==> config.mk <==
export PLATFORM = sky130hd
export DESIGN_NAME = mux_lut_cell_flat
export DESIGN_NICKNAME = d
export VERILOG_FILES = /design/src/rtl/mux_lut_cell_if.sv /design/src/rtl/mux_lut_cell.sv /design/src/flat_wrapper.sv
export SDC_FILE = /design/constraint.sdc
export NUM_CORES = 1
export LEC_CHECK = 0
export CORE_UTILIZATION = 33
export CTS_BUF_LIST = sky130_fd_sc_hd__clkbuf_4 sky130_fd_sc_hd__clkbuf_8 sky130_fd_sc_hd__clkbuf_16
export CTS_CLUSTER_SIZE = 8
export DETAILED_ROUTE_END_ITERATION = 10
export GPL_ROUTABILITY_DRIVEN = 0
export PLACE_DENSITY = 0.68
export SKIP_LAST_GASP = 1
export SLEW_MARGIN = 20
export SYNTH_ARGS = -nofsm -noshare
export SYNTH_HDL_FRONTEND = slang
export SYNTH_SLANG_ARGS = --single-unit
==> constraint.sdc <==
create_clock -name clk -period 5.4 [get_ports clk]
set_clock_uncertainty 0.2 [all_clocks]
set_input_delay 1.08 -clock clk [delete_from_list [all_inputs] [get_ports clk]]
set_output_delay 1.08 -clock clk [all_outputs]
set_load 0.01 [all_outputs]
==> src/rtl/mux_lut_cell_if.sv <==
// Evaluation and serial-configuration signals of one mux_lut_cell, grouped so
// that one handle connects a cell to its driver.
interface mux_lut_cell_if #(
  parameter int K = 2
);
  localparam int T = 1 << K;

  logic           in_valid;
  logic [K-1:0]   in_bits;
  logic           y;
  logic           y_valid;
  logic           cfg_en;
  logic           cfg_bit;
  logic           cfg_busy;
  logic           cfg_done;
  logic [T-1:0]   table_o;

  modport master (
    output in_valid, in_bits, cfg_en, cfg_bit,
    input  y, y_valid, cfg_busy, cfg_done, table_o
  );

  modport slave (
    input  in_valid, in_bits, cfg_en, cfg_bit,
    output y, y_valid, cfg_busy, cfg_done, table_o
  );
endinterface

==> src/rtl/mux_lut_cell.sv <==
// Run-time configurable K-input logic cell: a 2^K:1 mux tree over a truth-table
// register that is reloaded serially, LSB first, without stalling evaluation.
module mux_lut_cell #(
  parameter int K       = 2,
  parameter bit REG_OUT = 1'b1
) (
  input  logic            clk,
  input  logic            rst,
  mux_lut_cell_if.slave   bus
);
  localparam int T = 1 << K;
  localparam logic [T-1:0] AND_TABLE = {1'b1, {(T-1){1'b0}}};
  localparam logic [K:0]   T_CNT     = (K+1)'(T);
  localparam logic [K:0]   CNT_ONE   = {{K{1'b0}}, 1'b1};

  typedef enum logic {RUN, LOAD} state_t;

  state_t         state;
  logic [T-1:0]   active;
  logic [T-1:0]   shadow;
  logic [T-1:0]   shifted;
  logic [K:0]     cnt;
  logic [K:0]     cnt_inc;
  logic           commit;
  logic           cfg_busy_r;
  logic           cfg_done_r;
  logic [K:0][T-1:0] lvl;
  logic           mux_out;

  // Level l of the tree is selected by in_bits[l]; in_bits[K-1] drives the root.
  always_comb begin
    lvl    = '0;
    lvl[0] = active;
    for (int unsigned l = 0; l < K; l++) begin
      for (int unsigned i = 0; i < T/2; i++) begin
        if (i < (T >> (l+1)))
          lvl[l+1][i] = bus.in_bits[l] ? lvl[l][2*i+1] : lvl[l][2*i];
      end
    end
    mux_out = lvl[K][0];
  end

  always_comb begin
    shifted = {bus.cfg_bit, shadow[T-1:1]};
    cnt_inc = ((state == RUN) ? '0 : cnt) + CNT_ONE;
    commit  = bus.cfg_en && (cnt_inc == T_CNT);
  end

  always_ff @(posedge clk) begin
    if (rst) begin
      active     <= AND_TABLE;
      shadow     <= '0;
      cnt        <= '0;
      state      <= RUN;
      cfg_busy_r <= 1'b0;
      cfg_done_r <= 1'b0;
    end else begin
      cfg_done_r <= 1'b0;
      if (bus.cfg_en) begin
        shadow <= shifted;
        if (commit) begin
          active     <= shifted;
          cnt        <= '0;
          state      <= RUN;
          cfg_busy_r <= 1'b0;
          cfg_done_r <= 1'b1;
        end else begin
          cnt        <= cnt_inc;
          state      <= LOAD;
          cfg_busy_r <= 1'b1;
        end
      end
    end
  end

  generate
    if (REG_OUT) begin : g_reg
      logic y_r;
      logic y_valid_r;
      always_ff @(posedge clk) begin
        if (rst) begin
          y_r       <= 1'b0;
          y_valid_r <= 1'b0;
        end else begin
          y_valid_r <= bus.in_valid;
          if (bus.in_valid) y_r <= mux_out;
        end
      end
      assign bus.y       = y_r;
      assign bus.y_valid = y_valid_r;
    end else begin : g_comb
      assign bus.y       = mux_out;
      assign bus.y_valid = bus.in_valid;
    end
  endgenerate

  assign bus.cfg_busy = cfg_busy_r;
  assign bus.cfg_done = cfg_done_r;
  assign bus.table_o  = active;
endmodule

==> src/flat_wrapper.sv <==
// flat-port wrapper written by rule: the top's interface ports become plain ports
module mux_lut_cell_flat 
#(
  parameter int K       = 2,
  parameter bit REG_OUT = 1'b1
)
  (clk, rst, bus_in_valid, bus_in_bits, bus_cfg_en, bus_cfg_bit, bus_y, bus_y_valid, bus_cfg_busy, bus_cfg_done, bus_table_o);
  mux_lut_cell_if #(.K(K)) bus_i ();
  input  logic clk;
  input  logic rst;
  input wire logic [$bits(bus_i.in_valid)-1:0] bus_in_valid;
  input wire logic [$bits(bus_i.in_bits)-1:0] bus_in_bits;
  input wire logic [$bits(bus_i.cfg_en)-1:0] bus_cfg_en;
  input wire logic [$bits(bus_i.cfg_bit)-1:0] bus_cfg_bit;
  output wire logic [$bits(bus_i.y)-1:0] bus_y;
  output wire logic [$bits(bus_i.y_valid)-1:0] bus_y_valid;
  output wire logic [$bits(bus_i.cfg_busy)-1:0] bus_cfg_busy;
  output wire logic [$bits(bus_i.cfg_done)-1:0] bus_cfg_done;
  output wire logic [$bits(bus_i.table_o)-1:0] bus_table_o;
  assign bus_i.in_valid = bus_in_valid;
  assign bus_i.in_bits = bus_in_bits;
  assign bus_i.cfg_en = bus_cfg_en;
  assign bus_i.cfg_bit = bus_cfg_bit;
  assign bus_y = bus_i.y;
  assign bus_y_valid = bus_i.y_valid;
  assign bus_cfg_busy = bus_i.cfg_busy;
  assign bus_cfg_done = bus_i.cfg_done;
  assign bus_table_o = bus_i.table_o;
  mux_lut_cell #(.K(K), .REG_OUT(REG_OUT)) u_core (.clk(clk), .rst(rst), .bus(bus_i));
endmodule
# --- Word-level counts from Yosys, hierarchy flattened ---
# Index checks and enable logic that the tools add are counted.
word_totals:
  reg_bits: 15
  inputBits: 7
  out_inout_bits: 8
  word_cells: 20
op_classes:
  add_sub_neg: 1
  n_eq_ne: 1
  muxes: 7
  bitwise: 1
  n_reduce_logical: 3
op_table:
  columns: ["op", "n"]
  rows:
  - ["$mux 3", 2]
  - ["$mux 1", 5]
  - ["$add 3x1->3 const B", 1]
  - ["$eq 3x3->1 const B", 1]
  - ["$reduce_and 2->1", 1]
  - ["$reduce_or 2->1", 1]
  - ["$logic_and 1x1->1", 1]
  - ["$not 1->1", 1]

# --- Depth between registers and ports, before layout ---
logic_depth:
  word_depth: 5
  ltp_mapped: 7
  ltp_nobuf: 6

# --- Least setup slack after synthesis ---
# OpenSTA, ideal clock, no wires.
synth_path:
  path_type: "input-to-reg"
  start: "input port bus_in_bits[1]"
  end: "register u_core.g_reg.y_r, in the netlist u_core.bus.y"
  setup_ns: 0.128
  t_arrival_ns: 1.712
  t_required_ns: 5.072
  slack_ns: 3.360
  stages: 3
  path_cell_list: "mux4_2 -> mux2i_1 -> nor2_1"
synth_via:
  elab_chain_cells: 1
synth_rtl:
  columns: ["item", "line", "text"]
  rows:
  - ["from (decl)", "flat_wrapper.sv:12", "input wire logic [$bits(bus_i.in_bits)-1:0] bus_in_bits;"]
  - ["$mux 1", "mux_lut_cell.sv:37", "lvl[l+1][i] = bus.in_bits[l] ? lvl[l][2*i+1] : lvl[l][2*i];"]
  - ["to (signal assigned)", "mux_lut_cell.sv:86", "if (bus.in_valid) y_r <= mux_out;"]
  - ["to (decl)", "mux_lut_cell.sv:78", "logic y_r;"]
# Every way passes these cells.
# A chain may end at the register's enable or synchronous reset.

==> metrics.cfg <==
[critical_path]
cp.depth = 1
cp_top_family = buffers and inverters
start_kind = flip-flop
setup.worst_path.start = u_core.state
path_cells = clkdlybuf4s50_1
slowest_delay_ps = 580
reg2reg_slack_ps = 3390
required_ps = 4120
r2r-end = u_core.bus.table_o[0]
cp_max_fo = 7
worst_setup_path_end_kind = primary output
cp_num_buf_inv = 1
worst-r2r-cell-count = 6
path_class = flip-flop to primary output
r2r_start = u_core.state
arrival_ps = 1290
cp_slowest_cell = clkdlybuf4s50_1

[worst_hold_path]
worstHoldStart = u_core.cnt[1]
min_to = u_core.cnt[1]
hold_depth = 2
hold_class = flip-flop to flip-flop

[clock_tree]
cts_tree = done
cts_hold_buffers = 0
cts_root_buffer = clkbuf_4
clock-sinks = 14
cts.repair.resized = 0
post-cts-setup-buffers = 0
cts-htree-levels = 1
cts_buffers = 3
clk_path_buf_depth = 2
clkLatencyLatePin_ps = 280
path_clk_slew_ps = 90

[timing]
setup_tns_ps = 0
hold_viol_final = 0
final-max-slew-violation-count = 0
whs_ps = 265
rsz0062_at_grt = false
fin_crit_sh_pct = 47.7
tightest_slew_ps = 522
period_minus_slack_ps = 2570
fmax_mhz = 388
setup_viol = 0
slew_headroom_pct = 65.1

[finish]
final_cell_mix = clkdlybuf4s50_1, dfxtp_1, nor2_1, mux2i_1, a21oi_1
nets = 81
antennaDiodeCount = 0
drive_above_1_share_pct = 7.04
area_growth_pct = 30.1
instances_no_fill = 87

[synthesis]
synthCells = 56
synth_adder_area_share_pct = 4.33
avgSynthCellArea_um2 = 10.3
synth-xor-area-share_pct = 0
synth_seq_cells = 14
synth_area_um2 = 578
synth-compound-area-share_pct = 9.09
yosys.area_share.simple_pct = 18.2
ys_warn_count = 0
ys_seq_area_share_pct = 48.5
muxShareOfSynthArea_pct = 16.0
synth_top_family_by_area = simple AND/OR/NAND/NOR gates
syn_nets = 65
synthDistinctLibCells = 20

[power_and_ir_drop]
p_per_area_mw_per_mm2 = 265
ir_worst_vdd_mv = 0.134
p_total_mw = 0.199
leakagePower_nw = 0.313

[die]
die-area_mm2 = 0.00192
io_pins = 15
core_mm2 = 0.00158
die_width_um = 43.9
rows = 14
fp.dieH_um = 43.9
start_util_pct = 36.7

[route]
viasPerCell = 4.84
drt_iter0_markers = 7
drt_first_pass_iters = 5
drt-total-wl_um = 1080
routedWlPerCell_um = 12.4
ant_nets = 0
drc = 0
vias = 421

[global_routing]
antenna_found_initial = 0
grt_pass1_vias = 377
grt_max_degree = 16
overflow = 0
grt_usage_pct = 12.0
grt_pass1_wl_um = 1680

[place]
place_hpwl_um = 750
port_buffers = 14
dp_cells = 83

[job]
cap_viol_max_count = 0

[run_status]
status = finished, final reports clean

-- per-stage QoR --
stage               cell area, µm²  utilization, %  worst slack, ps
floorplan                      578               -             3360
global placement               716            45.4             2610
detailed placement             716            45.4             2610
CTS                            752            47.7             2830
global route                   752            47.7             2780
finish                         752            47.7             2830
-- layer usage --
metal	wire length, µm	GRT usage (%)	up-vias
li1	-	-	225
met1	538	15.6	188
met2	493	17.3	6
met3	36	2.50	2
met4	10	9.09	0
met5	0	0	-
-- worst max path at each step --
stage | endpoint | slack [ps]
2_1_floorplan | u_core.bus.y | 3360
3_3_place_gp | u_core.bus.table_o[1] | 2610
3_5_place_dp | u_core.bus.table_o[2] | 2610
4_1_cts | bus_cfg_busy | 2830
5_1_grt | u_core.bus.table_o[0] | 2780
6_report | bus_cfg_busy | 2830
-- final cells by class --
type	instances	area [µm²]
well taps	16	20.0
fillers	148	825
multi-input cells	39	275
repair buffers	14	140
clock buffers	4	36.3
flip-flops and latches	14	280
-- cell usage after synthesis (all sizes together) --
master | n | share of area [%]
o211a | 1 | 1.7
ha | 2 | 4.3
and2 | 2 | 2.2
dfxtp | 14 | 48
a21boi | 1 | 1.3
nand2b | 2 | 2.2
clkbuf | 1 | 0.65
nor3 | 2 | 1.7
nand2 | 1 | 0.65
nand3b | 1 | 1.3
mux2i | 7 | 12
nor2b | 2 | 2.2
o21bai | 1 | 1.3
a211oi | 1 | 1.3
and3b | 1 | 1.5
buf | 2 | 3.2
nor2 | 10 | 6.5
a21oi | 4 | 3.5
mux4 | 1 | 3.9
-- flip-flops by register name, summed over array words and instances (netlist names) --
name                 count
u_core.bus.table_o       4
u_core.cnt               3
u_core.shadow            3
u_core.bus.cfg_done      1
u_core.bus.y             1
u_core.bus.y_valid       1
u_core.state             1
-- report_power, final --
group | switching, mW | leakage, nW | internal, mW
combinational | 0.00683 | 0.178 | 0.00940
clock | 0.0341 | 0.0210 | 0.0410
sequential | 0.00217 | 0.114 | 0.106
total | 0.0431 | 0.313 | 0.156
-- cells by family after synthesis --
| kind of cell | Yosys count |
|---|---|
| AND/OR/NAND/NOR | 21 |
| adder cells (fa/ha/maj) | 2 |
| multiplexers | 8 |
| AO/OA/AOI/OAI | 8 |
| buffers and inverters | 3 |
| flip-flops | 14 |
No activity file was read; power rests on OpenSTA's default activity.
